<file path="src/rtl/life_ctrl_fsm_if.sv">
// Control/datapath bundle for the Game-of-Life successor controller.
// The master side is the controller; the slave side is switches plus datapath.
interface life_ctrl_fsm_if #(
  parameter int COORD_W = 8,
  parameter int GEN_W   = 16
);
  logic               set;
  logic               go;
  logic               stop;
  logic               step;
  logic [COORD_W-1:0] load_val;
  logic               draw_done;
  logic               gen_done;
  logic [COORD_W-1:0] x_out;
  logic [COORD_W-1:0] y_out;
  logic               draw_cell;
  logic               start_gen;
  logic               running;
  logic               busy;
  logic [GEN_W-1:0]   gen_count;

  modport master (
    input  set, go, stop, step, load_val, draw_done, gen_done,
    output x_out, y_out, draw_cell, start_gen, running, busy, gen_count
  );

  modport slave (
    output set, go, stop, step, load_val, draw_done, gen_done,
    input  x_out, y_out, draw_cell, start_gen, running, busy, gen_count
  );
endinterface

</file>
<file path="src/rtl/life_ctrl_fsm.sv">
// Successor control FSM: cell entry and draw, free-running or single-step generations.
// Pulses are single-cycle; datapath completion is a level or pulse handshake.
module life_ctrl_fsm #(
  parameter int COORD_W  = 8,
  parameter int TICK_DIV = 4,
  parameter int GEN_W    = 16
) (
  input logic            clock,
  input logic            reset,
  life_ctrl_fsm_if.master bus
);
  localparam int TW = (TICK_DIV > 2) ? $clog2(TICK_DIV) : 1;
  localparam logic [TW-1:0] TICK_LAST = TW'(TICK_DIV - 1);

  typedef enum logic [3:0] {
    IDLE, LOAD_X, X_WAIT, LOAD_Y, DRAW, DRAW_WAIT,
    READY, RUN_TICK, RUN_GEN, STEP_GEN
  } state_t;

  state_t             state, state_nxt;
  logic [TW-1:0]      tick_cnt;
  logic [COORD_W-1:0] x_q, y_q;
  logic [GEN_W-1:0]   gen_cnt;
  logic               stop_pend;
  logic               entry;
  logic               gen_accept;

  always_ff @(posedge clock) begin
    if (reset) begin
      state     <= IDLE;
      tick_cnt  <= '0;
      x_q       <= '0;
      y_q       <= '0;
      gen_cnt   <= '0;
      stop_pend <= 1'b0;
      entry     <= 1'b0;
    end else begin
      state <= state_nxt;
      entry <= (state_nxt != state);
      if (state == LOAD_X) x_q <= bus.load_val;
      if (state == LOAD_Y) y_q <= bus.load_val;
      if (gen_accept) gen_cnt <= gen_cnt + 1'b1;
      // Clears on entry, on expiry and on stop alike.
      if (state == RUN_TICK && state_nxt == RUN_TICK) tick_cnt <= tick_cnt + 1'b1;
      else tick_cnt <= '0;
      // A stop seen mid-generation is held until that generation completes.
      stop_pend <= (state == RUN_GEN) && (state_nxt == RUN_GEN) && (stop_pend || bus.stop);
    end
  end

  always_comb begin
    state_nxt  = state;
    gen_accept = 1'b0;
    case (state)
      IDLE:      if (bus.set) state_nxt = LOAD_X;
      LOAD_X:    if (!bus.set) state_nxt = X_WAIT;
      X_WAIT:    if (bus.set) state_nxt = LOAD_Y;
      LOAD_Y:    if (!bus.set) state_nxt = DRAW;
      DRAW:      state_nxt = DRAW_WAIT;
      DRAW_WAIT: if (bus.draw_done) state_nxt = READY;
      READY: begin
        if (bus.go)        state_nxt = RUN_TICK;
        else if (bus.step) state_nxt = STEP_GEN;
        else if (bus.set)  state_nxt = LOAD_X;
      end
      RUN_TICK: begin
        if (bus.stop)                   state_nxt = READY;
        else if (tick_cnt == TICK_LAST) state_nxt = RUN_GEN;
      end
      RUN_GEN: begin
        if (bus.gen_done) begin
          gen_accept = 1'b1;
          state_nxt  = (bus.stop || stop_pend) ? READY : RUN_TICK;
        end
      end
      STEP_GEN: begin
        if (bus.gen_done) begin
          gen_accept = 1'b1;
          state_nxt  = READY;
        end
      end
      default: state_nxt = IDLE;
    endcase
  end

  assign bus.x_out     = x_q;
  assign bus.y_out     = y_q;
  assign bus.gen_count = gen_cnt;
  assign bus.draw_cell = (state == DRAW);
  assign bus.start_gen = entry && (state == RUN_GEN || state == STEP_GEN);
  assign bus.running   = (state == RUN_TICK) || (state == RUN_GEN);
  assign bus.busy      = (state == DRAW) || (state == RUN_GEN) || (state == STEP_GEN);
endmodule

</file>
<file path="src/flat_wrapper.sv">
// flat-port wrapper written by rule: the top's interface ports become plain ports
module life_ctrl_fsm_flat 
#(
  parameter int COORD_W  = 8,
  parameter int TICK_DIV = 4,
  parameter int GEN_W    = 16
)
  (clock, reset, bus_set, bus_go, bus_stop, bus_step, bus_load_val, bus_draw_done, bus_gen_done, bus_x_out, bus_y_out, bus_draw_cell, bus_start_gen, bus_running, bus_busy, bus_gen_count);
  life_ctrl_fsm_if #(.COORD_W(COORD_W), .GEN_W(GEN_W)) bus_i ();
  input logic clock;
  input logic reset;
  input wire logic [$bits(bus_i.set)-1:0] bus_set;
  input wire logic [$bits(bus_i.go)-1:0] bus_go;
  input wire logic [$bits(bus_i.stop)-1:0] bus_stop;
  input wire logic [$bits(bus_i.step)-1:0] bus_step;
  input wire logic [$bits(bus_i.load_val)-1:0] bus_load_val;
  input wire logic [$bits(bus_i.draw_done)-1:0] bus_draw_done;
  input wire logic [$bits(bus_i.gen_done)-1:0] bus_gen_done;
  output wire logic [$bits(bus_i.x_out)-1:0] bus_x_out;
  output wire logic [$bits(bus_i.y_out)-1:0] bus_y_out;
  output wire logic [$bits(bus_i.draw_cell)-1:0] bus_draw_cell;
  output wire logic [$bits(bus_i.start_gen)-1:0] bus_start_gen;
  output wire logic [$bits(bus_i.running)-1:0] bus_running;
  output wire logic [$bits(bus_i.busy)-1:0] bus_busy;
  output wire logic [$bits(bus_i.gen_count)-1:0] bus_gen_count;
  assign bus_i.set = bus_set;
  assign bus_i.go = bus_go;
  assign bus_i.stop = bus_stop;
  assign bus_i.step = bus_step;
  assign bus_i.load_val = bus_load_val;
  assign bus_i.draw_done = bus_draw_done;
  assign bus_i.gen_done = bus_gen_done;
  assign bus_x_out = bus_i.x_out;
  assign bus_y_out = bus_i.y_out;
  assign bus_draw_cell = bus_i.draw_cell;
  assign bus_start_gen = bus_i.start_gen;
  assign bus_running = bus_i.running;
  assign bus_busy = bus_i.busy;
  assign bus_gen_count = bus_i.gen_count;
  life_ctrl_fsm #(.COORD_W(COORD_W), .TICK_DIV(TICK_DIV), .GEN_W(GEN_W)) u_core (.clock(clock), .reset(reset), .bus(bus_i));
endmodule
</file>
<file path="config.mk">
export PLATFORM = sky130hd
export DESIGN_NAME = life_ctrl_fsm_flat
export DESIGN_NICKNAME = d
export VERILOG_FILES = /design/src/rtl/life_ctrl_fsm_if.sv /design/src/rtl/life_ctrl_fsm.sv /design/src/flat_wrapper.sv
export SDC_FILE = /design/constraint.sdc
export NUM_CORES = 1
export LEC_CHECK = 0
export ABC_AREA = 1
export CORE_MARGIN = 5
export CORE_UTILIZATION = 48
export DETAILED_ROUTE_END_ITERATION = 8
export PLACE_DENSITY = 0.8
export SLEW_MARGIN = 20
export SYNTH_ARGS = -nofsm -noshare
export SYNTH_HDL_FRONTEND = slang
export SYNTH_SLANG_ARGS = --single-unit
</file>
<file path="constraint.sdc">
create_clock -name clock -period 2.12 [get_ports clock]
set_clock_uncertainty 0.15 [all_clocks]
set_input_delay 0.424 -clock clock [delete_from_list [all_inputs] [get_ports clock]]
set_output_delay 0.424 -clock clock [all_outputs]
set_load 0.005 [all_outputs]
</file>
==> flow_summary.yaml <==
cells_and_area:
  drive_above_1_share_pct: 15.5
  diodes: 0
  fill_cells: 333
  fin_util_pct: 67.6
  area_delta_synth_final_pct: 39.2
  final_area_um2: 2660
  seq_area_um2: 811
  nNetsFinal: 346
  multi_input_area_um2: 971
detailed_routing:
  drc: 0
  routedWlPerCell_um: 12.4
  viasPerCell: 4.91
  ant_nets: 0
  first_iter_violations: 114
  wl_um: 4710
  vias: 1860
  drt-pass1-iter-count: 4
worst_setup_path:
  crit_start: "u_core.state[1]"
  ff2ff_path_depth: 8
  r2r_slack_ps: 400
  end_kind: "output pin"
  worstPathRequired_ps: 1550
  r2r-end: "u_core.bus.gen_count[12]"
  critical_path.endpoint: "bus_running"
  worstSetupStartpointType: "flip-flop"
  cp_max_fo: 5
  crit_arrival_ps: 1490
  crit_type: "reg -> out"
  r2r-start: "u_core.bus.gen_count[0]"
yosys:
  syn_area_per_cell_um2: 7.17
  yosys.area.top_type: "dfxtp_1"
  ys_seq_area_share_pct: 41.9
  synth_top_area_share_pct: 41.9
  synth_compound_area_share_pct: 11.4
  synth_cell_types: 31
  synth_edf_count: 0
  synthArstFlopShare_pct: 0
  synthAdderAreaFrac_pct: 1.31
  synth_area_um2: 1910
  synthFlopType: "dfxtp_1"
  yosys.area_share.simple_pct: 35.1
  yosys-mux-area-fraction_pct: 0
  synth_fp_nets: 285
  ys_warn_count: 0
  ys_top_cells_by_area: "dfxtp_1, nor2_1, nand2_1"
  synth_top_family_by_area: "simple AND/OR/NAND/NOR gates"
  synth_seq_cells: 40
  synthXorXnorAreaFrac_pct: 2.29
  syn_inst: 267
place:
  dp_hpwl_um: 3390
  place.gp.congestion: 0.902
  pre_cts_ws_ps: 107
  placed_area_um2: 2480
  port_buffers: 51
sta:
  tightest_slew_ps: 606
  period_needed_ps: 2070
  hold_ws_ps: 276
  max_freq_mhz: 484
  finalSetupViolations: 0
  timing.final.crit_share_pct: 97.5
  post-route-worst-setup-slack_ps: 52.1
  final-max-slew-violation-count: 0
  hold_viol_final: 0
  max-slew-margin-rel_pct: 59.5
pwr:
  p_leak_nw: 1.13
  power_mw: 1.59
  ir_worst_vdd_v: 0.000430
  powerDensity_nw_per_um2: 596
die:
  start_util_pct: 48.5
  rows: 23
  die_w_um: 73.1
  dieArea_um2: 5350
  ios: 52
  core_um2: 3940
  fp.dieH_um: 73.1
grt:
  grt_pass1_vias: 1766
  gr-total-overflow: 0
  grt_util_all_layers_pct: 18.0
  grt_pass1_wl_um: 7510
  antenna_found_initial: 0
  grt_max_degree: 24
clock_tree:
  clockBufferDepth: 2
  tritoncts: "done"
  clkSinkCount: 40
  cts_root_buf: "clkbuf_8"
  htreeDepth: 2
  cts_buffers: 5
  clock_latency_ps: 300
  clk_pin_slew_ps: 80
run:
  cap_violations: 0
min_path:
  min_path_type: "reg -> reg"
run_status:
  outcome: "completed"
## cell usage after synthesis, types with 3 or more instances
cell      number
nand2_2        5
clkbuf_1       3
a21oi_1        9
inv_2          5
nand3_1       12
nor2_4         4
xor2_1         5
nor3_1         4
dfxtp_1       40
inv_1         27
nand2_1       38
nor2_1        65
o21ai_0       24
nor2_2         5
## what timing repair did
| action | CTS | global route |
|---|---|---|
| hold buffers | 0 | 0 |
| gates cloned | 0 | 0 |
| setup buffers | 2 | 3 |
| setup endpoints to repair | 4 | 3 |
| gates resized for setup | 6 | 7 |
## per-layer routing
layer,GRT usage (%),wire (um)
met5,0,0
met4,7.17,48
met3,3.44,217
met2,30.0,2240
met1,22.7,2200
## report_power, final
part           switching, mW  total (mW)  internal (mW)
combinational         0.0749       0.158         0.0833
sequential            0.0119       0.782          0.770
clock                  0.293       0.648          0.355
total                  0.380        1.59           1.21
## layout make-up
class	count	area share [%]
inverter	33	4.84
sequential	40	30.4
timing repair buffer	59	21.6
clock inverter	3	1.74
tap	50	2.35
clock buffer	5	2.58
multi-input combinational	189	36.4
## state kept, by name (all words and copies together) (netlist names)
signal                flops
u_core.bus.gen_count     16
u_core.bus.x_out          8
u_core.bus.y_out          8
u_core.entry              1
u_core.state              4
u_core.stop_pend          1
u_core.tick_cnt           2
## stage by stage
stage	setup TNS, ps	std cells
2_1_floorplan	0	267
3_3_place_gp	0	366
3_5_place_dp	0	366
4_1_cts	0	376
5_1_grt	-11.8	379
6_report	0	379
## worst min-delay path by stage
| stage | from | end | slack (ps) | depth (start not counted) |
|---|---|---|---|---|
| 2_1_floorplan | u_core.tick_cnt[0] | u_core.tick_cnt[0] | 250 | 1 |
| 3_3_place_gp | u_core.tick_cnt[0] | u_core.tick_cnt[0] | 260 | 1 |
| 3_5_place_dp | u_core.tick_cnt[0] | u_core.tick_cnt[0] | 270 | 1 |
| 4_1_cts | u_core.tick_cnt[0] | u_core.tick_cnt[0] | 280 | 1 |
| 5_1_grt | u_core.tick_cnt[0] | u_core.tick_cnt[0] | 310 | 1 |
| 6_report | u_core.tick_cnt[0] | u_core.tick_cnt[0] | 280 | 1 |
## worst max-delay path, stage by stage, from the launching register on
cell,delay [ps]
dfxtp_4,380
nand2_2,110
o22ai_2,190
clkdlybuf4s50_1,520
## cells by family (layout without fill, tap and decap cells)
kind of cell	after synthesis	in the layout
xor+xnor	5	5
flops	40	40
simple gates	142	142
compound gates	40	40
fa+ha+maj	2	2
buf+inv	38	100
## cell usage in the layout (no fill, tap or decap)
cell type        Yosys  routed
nor2_1              65      65
clkdlybuf4s50_1      0      49
nand2_1             38      37
dfxtp_1             40      36
inv_1               27      25
o21ai_0             24      24
nand3_1             12      11
a21oi_1              9       9
buf_4                0       8
inv_2                5       7
nand2_2              5       6
nor2_2               5       5
xor2_1               5       5
clkbuf_8             0       5
nor2_4               4       4
nor3_1               4       4
inv_6                1       2
o2111ai_1            2       2
nor3_2               2       2
and3_1               2       2
ha_1                 2       2
dlymetal6s2s_1       0       2
dfxtp_2              0       2
dfxtp_4              0       2
nand3_2              0       1
o22ai_2              0       1
nand4_4              1       1
o21ai_1              1       1
nand4_2              1       1
nand4_1              1       1
nand3_4              1       1
o21ai_2              1       1
nor4_1               1       1
o21a_1               1       1
o21bai_1             1       1
clkinvlp_4           0       1
bufinv_16            0       1
(Power assumes the default switching activity.)
